[config.mk]
export PLATFORM = sky130hd
export DESIGN_NAME = ram_stream_reader
export DESIGN_NICKNAME = d
export VERILOG_FILES = /design/src/rtl/ram_stream_reader_pkg.sv /design/src/rtl/ram_stream_skid.sv /design/src/rtl/ram_stream_reader.sv
export SDC_FILE = /design/constraint.sdc
export NUM_CORES = 1
export LEC_CHECK = 0
export CORE_AREA = 3 3 77 72
export DETAILED_ROUTE_END_ITERATION = 8
export DIE_AREA = 0 0 80 75
export GPL_TIMING_DRIVEN = 0
export PLACE_DENSITY = 0.83
export SYNTH_ARGS = -nofsm -noshare
export SYNTH_HDL_FRONTEND = slang
export SYNTH_SLANG_ARGS = --single-unit
[constraint.sdc]
create_clock -name clk -period 3.2 [get_ports clk]
set_input_delay 0.96 -clock clk [delete_from_list [all_inputs] [get_ports clk]]
set_output_delay 0.96 -clock clk [all_outputs]
set_load 0.1 [all_outputs]
[src/rtl/ram_stream_reader_pkg.sv]
// Shared state encoding for the RAM stream reader.
// Imported by the reader top and its skid buffer.
package ram_stream_reader_pkg;

  localparam int STATE_W = 2;

  typedef enum logic [STATE_W-1:0] {
    IDLE  = 2'd0,
    RUN   = 2'd1,
    DRAIN = 2'd2
  } state_e;

endpackage

[src/rtl/ram_stream_skid.sv]
// Two-entry FIFO that holds RAM read data until the
// stream consumer accepts it; head is presented directly.
module ram_stream_skid
  import ram_stream_reader_pkg::*;
#(
  parameter int DWIDTH = 8
) (
  input  logic              clk,
  input  logic              rst,
  input  logic [DWIDTH-1:0] in_data,
  input  logic              in_valid,
  output logic [DWIDTH-1:0] out_data,
  output logic              out_valid,
  input  logic              out_ready,
  output logic [1:0]        count
);

  logic [DWIDTH-1:0] head_q, head_d;
  logic [DWIDTH-1:0] tail_q, tail_d;
  logic [1:0]        cnt_q, cnt_d;
  logic              pop;

  assign out_valid = (cnt_q != 2'd0);
  assign out_data  = head_q;
  assign count     = cnt_q;
  assign pop       = out_valid & out_ready;

  always_comb begin
    head_d = head_q;
    tail_d = tail_q;
    cnt_d  = cnt_q;
    unique case ({in_valid, pop})
      2'b01: begin
        head_d = tail_q;
        cnt_d  = cnt_q - 2'd1;
      end
      2'b10: begin
        if (cnt_q == 2'd0) begin
          head_d = in_data;
        end else begin
          tail_d = in_data;
        end
        cnt_d = cnt_q + 2'd1;
      end
      2'b11: begin
        // simultaneous push/pop keeps occupancy
        if (cnt_q == 2'd2) begin
          head_d = tail_q;
          tail_d = in_data;
        end else begin
          head_d = in_data;
        end
      end
      default: begin
      end
    endcase
  end

  always_ff @(posedge clk) begin
    if (rst) begin
      head_q <= '0;
      tail_q <= '0;
      cnt_q  <= 2'd0;
    end else begin
      head_q <= head_d;
      tail_q <= tail_d;
      cnt_q  <= cnt_d;
    end
  end

endmodule

[src/rtl/ram_stream_reader.sv]
// Streams a burst of words from a synchronous-read RAM.
// Define RAM_STREAM_READER_WRAP_EN to wrap addresses at DEPTH.
module ram_stream_reader
  import ram_stream_reader_pkg::*;
#(
  parameter int DWIDTH = 8,
  parameter int AWIDTH = 8,
  parameter int DEPTH  = 256
) (
  input  logic              clk,
  input  logic              rst,
  input  logic              start,
  input  logic [AWIDTH-1:0] base_addr,
  input  logic [AWIDTH:0]   len,
  output logic              busy,
  output logic              done,
  output logic [AWIDTH-1:0] ram_addr,
  input  logic [DWIDTH-1:0] ram_q,
  output logic [DWIDTH-1:0] out_data,
  output logic              out_valid,
  input  logic              out_ready
);

  localparam logic [AWIDTH-1:0] A_ONE  = AWIDTH'(1);
  localparam logic [AWIDTH:0]   L_ONE  = (AWIDTH+1)'(1);
  localparam logic [AWIDTH:0]   L_MAX  = (AWIDTH+1)'(DEPTH);

  state_e            state_q, state_d;
  logic [AWIDTH-1:0] addr_q, addr_d, addr_inc;
  logic [AWIDTH:0]   rem_q, rem_d, len_clip;
  logic              inflight_q, inflight_d;
  logic              done_q, done_d;
  logic [1:0]        count;
  logic [2:0]        occ;
  logic              pop;

  assign busy     = (state_q != IDLE);
  assign done     = done_q;
  assign ram_addr = addr_q;
  assign pop      = out_valid & out_ready;
  assign len_clip = (len > L_MAX) ? L_MAX : len;

  // slots committed after this edge's transfer
  assign occ = 3'(count) + 3'(inflight_q) - 3'(pop);

`ifdef RAM_STREAM_READER_WRAP_EN
  assign addr_inc = (addr_q == AWIDTH'(DEPTH - 1)) ?
                    '0 : addr_q + A_ONE;
`else
  assign addr_inc = addr_q + A_ONE;
`endif

  always_comb begin
    state_d    = state_q;
    addr_d     = addr_q;
    rem_d      = rem_q;
    inflight_d = 1'b0;
    done_d     = 1'b0;
    unique case (state_q)
      IDLE: begin
        if (start) begin
          if (len == '0) begin
            done_d = 1'b1;
          end else begin
            state_d = RUN;
            addr_d  = base_addr;
            rem_d   = len_clip;
          end
        end
      end
      RUN: begin
        if (occ < 3'd2) begin
          inflight_d = 1'b1;
          addr_d     = addr_inc;
          rem_d      = rem_q - L_ONE;
          if (rem_q == L_ONE) begin
            state_d = DRAIN;
          end
        end
      end
      DRAIN: begin
        if (!inflight_q &&
            (count == 2'd0 ||
             (count == 2'd1 && pop))) begin
          state_d = IDLE;
          done_d  = 1'b1;
        end
      end
      default: begin
        state_d = IDLE;
      end
    endcase
  end

  always_ff @(posedge clk) begin
    if (rst) begin
      state_q    <= IDLE;
      addr_q     <= '0;
      rem_q      <= '0;
      inflight_q <= 1'b0;
      done_q     <= 1'b0;
    end else begin
      state_q    <= state_d;
      addr_q     <= addr_d;
      rem_q      <= rem_d;
      inflight_q <= inflight_d;
      done_q     <= done_d;
    end
  end

  ram_stream_skid #(
    .DWIDTH(DWIDTH)
  ) u_skid (
    .clk      (clk),
    .rst      (rst),
    .in_data  (ram_q),
    .in_valid (inflight_q),
    .out_data (out_data),
    .out_valid(out_valid),
    .out_ready(out_ready),
    .count    (count)
  );

endmodule

==> impl_metrics.ini, run 1 <==
[layout]
area_delta_synth_final_pct = 28.8
fin_util = 0.603
nets = 345
layout_common_cells = 44 x clkdlybuf4s50_1, 38 x dfxtp_1, 28 x nor2_1, 13 x nor3_1, 13 x a21oi_1
layout-drive-gt1-share = 0.117
final_common_cell = clkdlybuf4s50_1
diodes = 0
fillers = 430

[floorplan]
io_pins = 48
rows = 24
die_h_um = 75
chipWidth_um = 80
start_util = 0.468
die-area_sq_um = 6000
design.core.area_sq_um = 4800

[yosys]
synth_top_area_frac = 0.347
yosysWarnings = 0
syn_area_sq_um = 2250
syn_inst = 256
synth_edf_count = 0
synth_area_leaders = dfxtp_1 35%, nor2_1 4.7%, ha_1 3.9%, mux2i_1 3.6%, a221oi_1 3.1%
async_reset_ff_frac = 0
synth_area_leader_cell = dfxtp_1
ys.flop_type = dfxtp_1
yosys_register_bits = 39
synthesis.nets = 293
synthDistinctLibCells = 59
synth_area_per_cell_sq_um = 8.78
ys_seq_area_frac = 0.347

[routing]
first_pass_iters = 5
first_iter_violations = 210
avgRoutedWirePerCell_um = 16.8
dr_total_vias = 2301
vias_per_cell = 6.17
ant_nets = 0
wl_um = 6270
drc_errors = 0

[setup_path]
r2r-end = rem_q[7]
end_kind = output port
crit_type = flip-flop to output port
cp-startpoint = state_q[0]
worstReg2RegStart = u_skid.count[1]
required_ps = 2240
critPathArrivalTime_ps = 2080
r2r_slack_ps = 230
cp-endpoint = busy
crit_path_max_incr_delay_ps = 1120
worstPathMaxFanout = 9
cp-start-kind = flip-flop
cpMaxStageDelayCell = clkdlybuf4s50_1
path_cells = or2_2 > clkdlybuf4s50_1
reg2reg_depth = 11

[clock_tree]
cts.path.max_buffers = 2
clk_pin_slew_ps = 80
cts-root-buf = clkbuf_8
post_cts_buffers = 0
clkLatencyLatePin_ps = 290
cts_tree = yes
cts_hold_buf = 0
h-tree-depth = 2
cts.sinks = 39
cts_buffers = 5

[global_route]
grt_use_total = 0.220
gr-total-overflow = 0
grt_pass1_wl_um = 10400
antenna_found_initial = 0
grt_max_degree = 13
grt_pass1_vias = 2128

[timing]
setup_ws_ps = 155
max_slew_margin = 0.347
tightest_slew_ps = 976
clock_skew_ps = 7.20
finalCriticalPeriod_ps = 3040
setup_viol = 0
setup_tns_ps = 0
period_share = 0.951
hold_viol = 0
slew_violations = 0
rsz0062_at_grt = no
fmax_ghz = 0.328

[power]
leakage_nw = 1.03
ir_worst_vdd_mv = 0.698
power_density_nw_per_um2 = 931
finalPower_mw = 2.69

[flow_run]
maxCapViolCount = 0

[placement]
numPortBuffers = 46
gp_congestion = 0.904
post-dp-hpwl_um = 4550
pre_cts_ws_ps = -764

[run_status]
status = finished, final reports clean

[hold_path]
hold_path.class = flip-flop to flip-flop
hp-start = u_skid.out_data[3]
==> sequential cells by signal, summed over array words and instances, names as in the netlist <==
| register | cells |
|---|---|
| u_skid.out_data | 8 |
| state_q | 2 |
| u_skid.count | 2 |
| inflight_q | 1 |
| u_skid.tail_q | 8 |
| done | 1 |
| ram_addr | 8 |
| rem_q | 9 |
==> synth_stat cells (all sizes together), types with 2 or more instances <==
cell type,number
nand2b,3
o21ai,7
nand2,12
nor2,28
mux2i,8
inv,11
o31ai,9
or3,2
a221oi,8
nand4,5
a211oi,5
ha,7
o311ai,7
nor4,3
o31a,3
clkbuf,10
nand3,6
o32ai,3
xor2,2
a31oi,5
or4,3
nor2b,3
a21boi,2
or2,3
nor3b,7
o41ai,2
buf,5
nand3b,2
a21oi,14
a32oi,2
nor3,14
dfxtp,39
==> cell type report <==
cell class | instances | area, sq um | area share
Inverter | 11 | 41.3 | 0.0143
Buffer | 15 | 116 | 0.0402
Timing Repair Buffer | 46 | 454 | 0.157
Clock inverter | 2 | 13.8 | 0.00475
Multi-Input combinational cell | 190 | 1340 | 0.462
Sequential cell | 39 | 782 | 0.270
Tap cell | 65 | 81.3 | 0.0281
Clock buffer | 5 | 68.8 | 0.0238
==> per-stage QoR <==
| stage | hold slack, ps | instance area (sq um) | instances |
|---|---|---|---|
| after floorplan | 462 | 2250 | 256 |
| after global placement | 476 | 2790 | 367 |
| after detailed placement | 479 | 2790 | 367 |
| after CTS | 494 | 2880 | 374 |
| after global routing | 512 | 2900 | 373 |
| final | 492 | 2900 | 373 |
==> worst min path at each step <==
stage | end | cells past startpoint
2_1_floorplan | u_skid.tail_q[0] | 2
4_1_cts | u_skid.out_data[3] | 2
3_3_place_gp | u_skid.tail_q[7] | 2
6_report | u_skid.out_data[3] | 2
3_5_place_dp | u_skid.out_data[3] | 2
5_1_grt | u_skid.out_data[3] | 2
==> routing by layer <==
layer	track usage	routed length, um	vias up
met5	0	0	-
met4	0.0788	99	0
li1	-	-	1081
met2	0.344	2870	124
met3	0.0407	459	16
met1	0.306	2840	1080
==> worst max-delay path: cells and delay by family (launching register included) <==
kind,cells,cell delay [ps]
buf+inv,1,1120
simple gates,1,180
flops,1,490
==> power breakdown <==
part / switching [mW] / total, mW / internal [mW]
clock: 0.176 / 0.325 / 0.149
combinational: 1.15 / 1.65 / 0.497
sequential: 0.111 / 0.723 / 0.612
==> cells by family (layout without fill, tap and decap cells) <==
kind of cell | count (synthesis) | count (layout) | share of synthesized area
adders and majority gates | 8 | 8 | 0.0479
AOI/OAI and AO/OA | 77 | 77 | 0.259
muxes | 8 | 8 | 0.0356
and+or+nand+nor | 94 | 94 | 0.226
DFF | 39 | 39 | 0.347
buffers and inverters | 27 | 79 | 0.0718
xor gates and xnor gates | 3 | 3 | 0.0117
==> repair_timing <==
action / 4_1_cts / 5_1_grt
pin swaps: 0 / 1
endpoints found under the setup margin: 18 / 14
gates resized for setup: 9 / 9
endpoints found under the hold margin: 0 / 0
gates cloned: 0 / 0
No activity file was read; power rests on OpenSTA's default activity.
==> run 2, diff against run 1 <==
==> constraint.sdc (replaced) <==
create_clock -name clk -period 3.2 [get_ports clk]
set_input_delay 0.48 -clock clk [delete_from_list [all_inputs] [get_ports clk]]
set_output_delay 0.48 -clock clk [all_outputs]
set_load 0.1 [all_outputs]
==> run 2 against run 1 <==
Critical path depth up 8. Clock power about the same. Maximum frequency up 2.9%. Global-route usage unchanged. Flip-flop and latch count unchanged. First-iteration DRC count down 11%. Sequential share of layout area about the same. Final cell count up 0.27%. Worst setup slack better by 86 ps. Highest routed layer unchanged.
==> impl_metrics.ini, run 2 (synthesized netlist as in run 1, its figures left out) <==
[run_status]
status = finished, final reports clean

[timing]
slew_violations = 0
clock_skew_ps = 5.97
period_share = 0.925
finalCriticalPeriod_ps = 2960
tightest_slew_ps = 978
holdWs_ps = 494
fmax_ghz = 0.338
rsz0062_at_grt = no
setup_viol = 0
setup_ws_ps = 241
max_slew_margin = 0.346
hold_viol = 0

[layout]
regMostFlops = rem_q
area_delta_synth_final_pct = 28.9
nets = 346
layout_common_cells = 46 x clkdlybuf4s50_1, 38 x dfxtp_1, 28 x nor2_1, 13 x nor3_1, 13 x a21oi_1
fin_util = 0.603
largest_register_ff_count = 9
final_common_cell = clkdlybuf4s50_1
layout-drive-gt1-share = 0.117
diodes = 0
stdcell_area_sq_um = 2900

[clock_tree]
cts_tree = yes
cts.sinks = 39
cts.path.max_buffers = 2
cts_buffers = 5
cts-root-buf = clkbuf_8
clkLatencyLatePin_ps = 290
h-tree-depth = 2
clk_pin_slew_ps = 80
cts_hold_buf = 0

[power]
power_density_nw_per_um2 = 933
cell_internal_pwr_mw = 1.27
p_comb_frac = 0.612
power.net_switching_mw = 1.43
clkPwrFrac = 0.121
leakage_nw = 1.03
swShare = 0.530
ir_worst_vdd_mv = 0.700
seq_power_share = 0.267

[setup_path]
cpMaxStageDelayCell = clkdlybuf4s50_1
worstReg2RegStart = u_skid.count[1]
cp-start-kind = primary input
required_ps = 3360
path_cells = clkdlybuf4s50_1 > nor2b_2 > nand2_1 > a21boi_2 > fa_1 > nand2b_1 > o21a_2 > clkbuf_8 > o311ai_1 > o31ai_1
worstPathMaxFanout = 10
end_kind = flip-flop
crit_type = primary input to flip-flop
critPathArrivalTime_ps = 3120
crit_path_max_incr_delay_ps = 560
cp-startpoint = out_ready

[routing]
vias_per_cell = 6.08
avgRoutedWirePerCell_um = 16.8
wl_um = 6280
drc_errors = 0
dr_total_vias = 2274
first_pass_iters = 4
first_iter_violations = 186
ant_nets = 0

[global_route]
antenna_found_initial = 0
grt_max_degree = 13
grt_pass1_vias = 2129
grt_pass1_wl_um = 10400
gr-total-overflow = 0
grt_use_total = 0.220

[placement]
post-dp-hpwl_um = 4550
numPortBuffers = 46
pre_cts_ws_ps = -284
gp_congestion = 0.904
dpl_cell_area_sq_um = 2790

[floorplan]
die-area_sq_um = 6000
die_h_um = 75
start_util = 0.468
io_pins = 48
design.core.area_sq_um = 4800
chipWidth_um = 80
rows = 24

[hold_path]
hp-start = u_skid.out_data[3]
hold_path.class = flip-flop to flip-flop

[flow_run]
maxCapViolCount = 0
run 2: routing by layer:
layer  wire length, um  share of wire  vias to the layer above  track usage
met2              2900           0.46                      112        0.343
met1              2840           0.45                     1070        0.307
met4                90          0.014                        0       0.0788
met5                 0              0                        -            0
li1                  -              -                     1081            -
met3               449          0.072                       11       0.0407
run 2: worst max-delay path: cells and delay by family:
kind            cells  cell delay [ps]
compound gates      4              900
fa+ha+maj           1              440
buf+inv             2              740
simple gates        3              560
run 2: cell type report:
cell class | count | area, sq um
Buffer | 15 | 116
Clock buffer | 5 | 68.8
Clock inverter | 2 | 13.8
Fill cell | 427 | 1910
Inverter | 11 | 41.3
Multi-Input combinational cell | 190 | 1330
Sequential cell | 39 | 782
Tap cell | 65 | 81.3
Timing Repair Buffer | 47 | 468
run 2: stage by stage:
stage	setup TNS, ps	power [mW]	std cells
after detailed placement	-3400	2.34	367
final	0	2.70	374
after global placement	-1740	2.31	367
after global routing	0	2.86	374
after floorplan	0	1.96	256
after CTS	0	2.68	374
run 2: repair_timing:
item | CTS | global route
setup endpoints to repair | 11 | 17
setup buffers | 0 | 1
resized for setup | 3 | 9
pin swaps | 0 | 0
run 2: worst paths after layout:
check	slack [ps]	cells past startpoint	end
worst max-delay path	240	10	rem_q[5]
worst min register to register	490	2	u_skid.out_data[3]
worst max register to register	280	11	rem_q[5]
worst min-delay path	490	2	u_skid.out_data[3]
run 2: power groups by stage:
stage	logic (mW)	clock network, mW	registers (mW)
2_1_floorplan	0.748	0	1.21
3_3_place_gp	1.59	0	0.723
6_report	1.65	0.327	0.723
3_5_place_dp	1.61	0	0.727
5_1_grt	1.77	0.351	0.744
4_1_cts	1.63	0.332	0.717
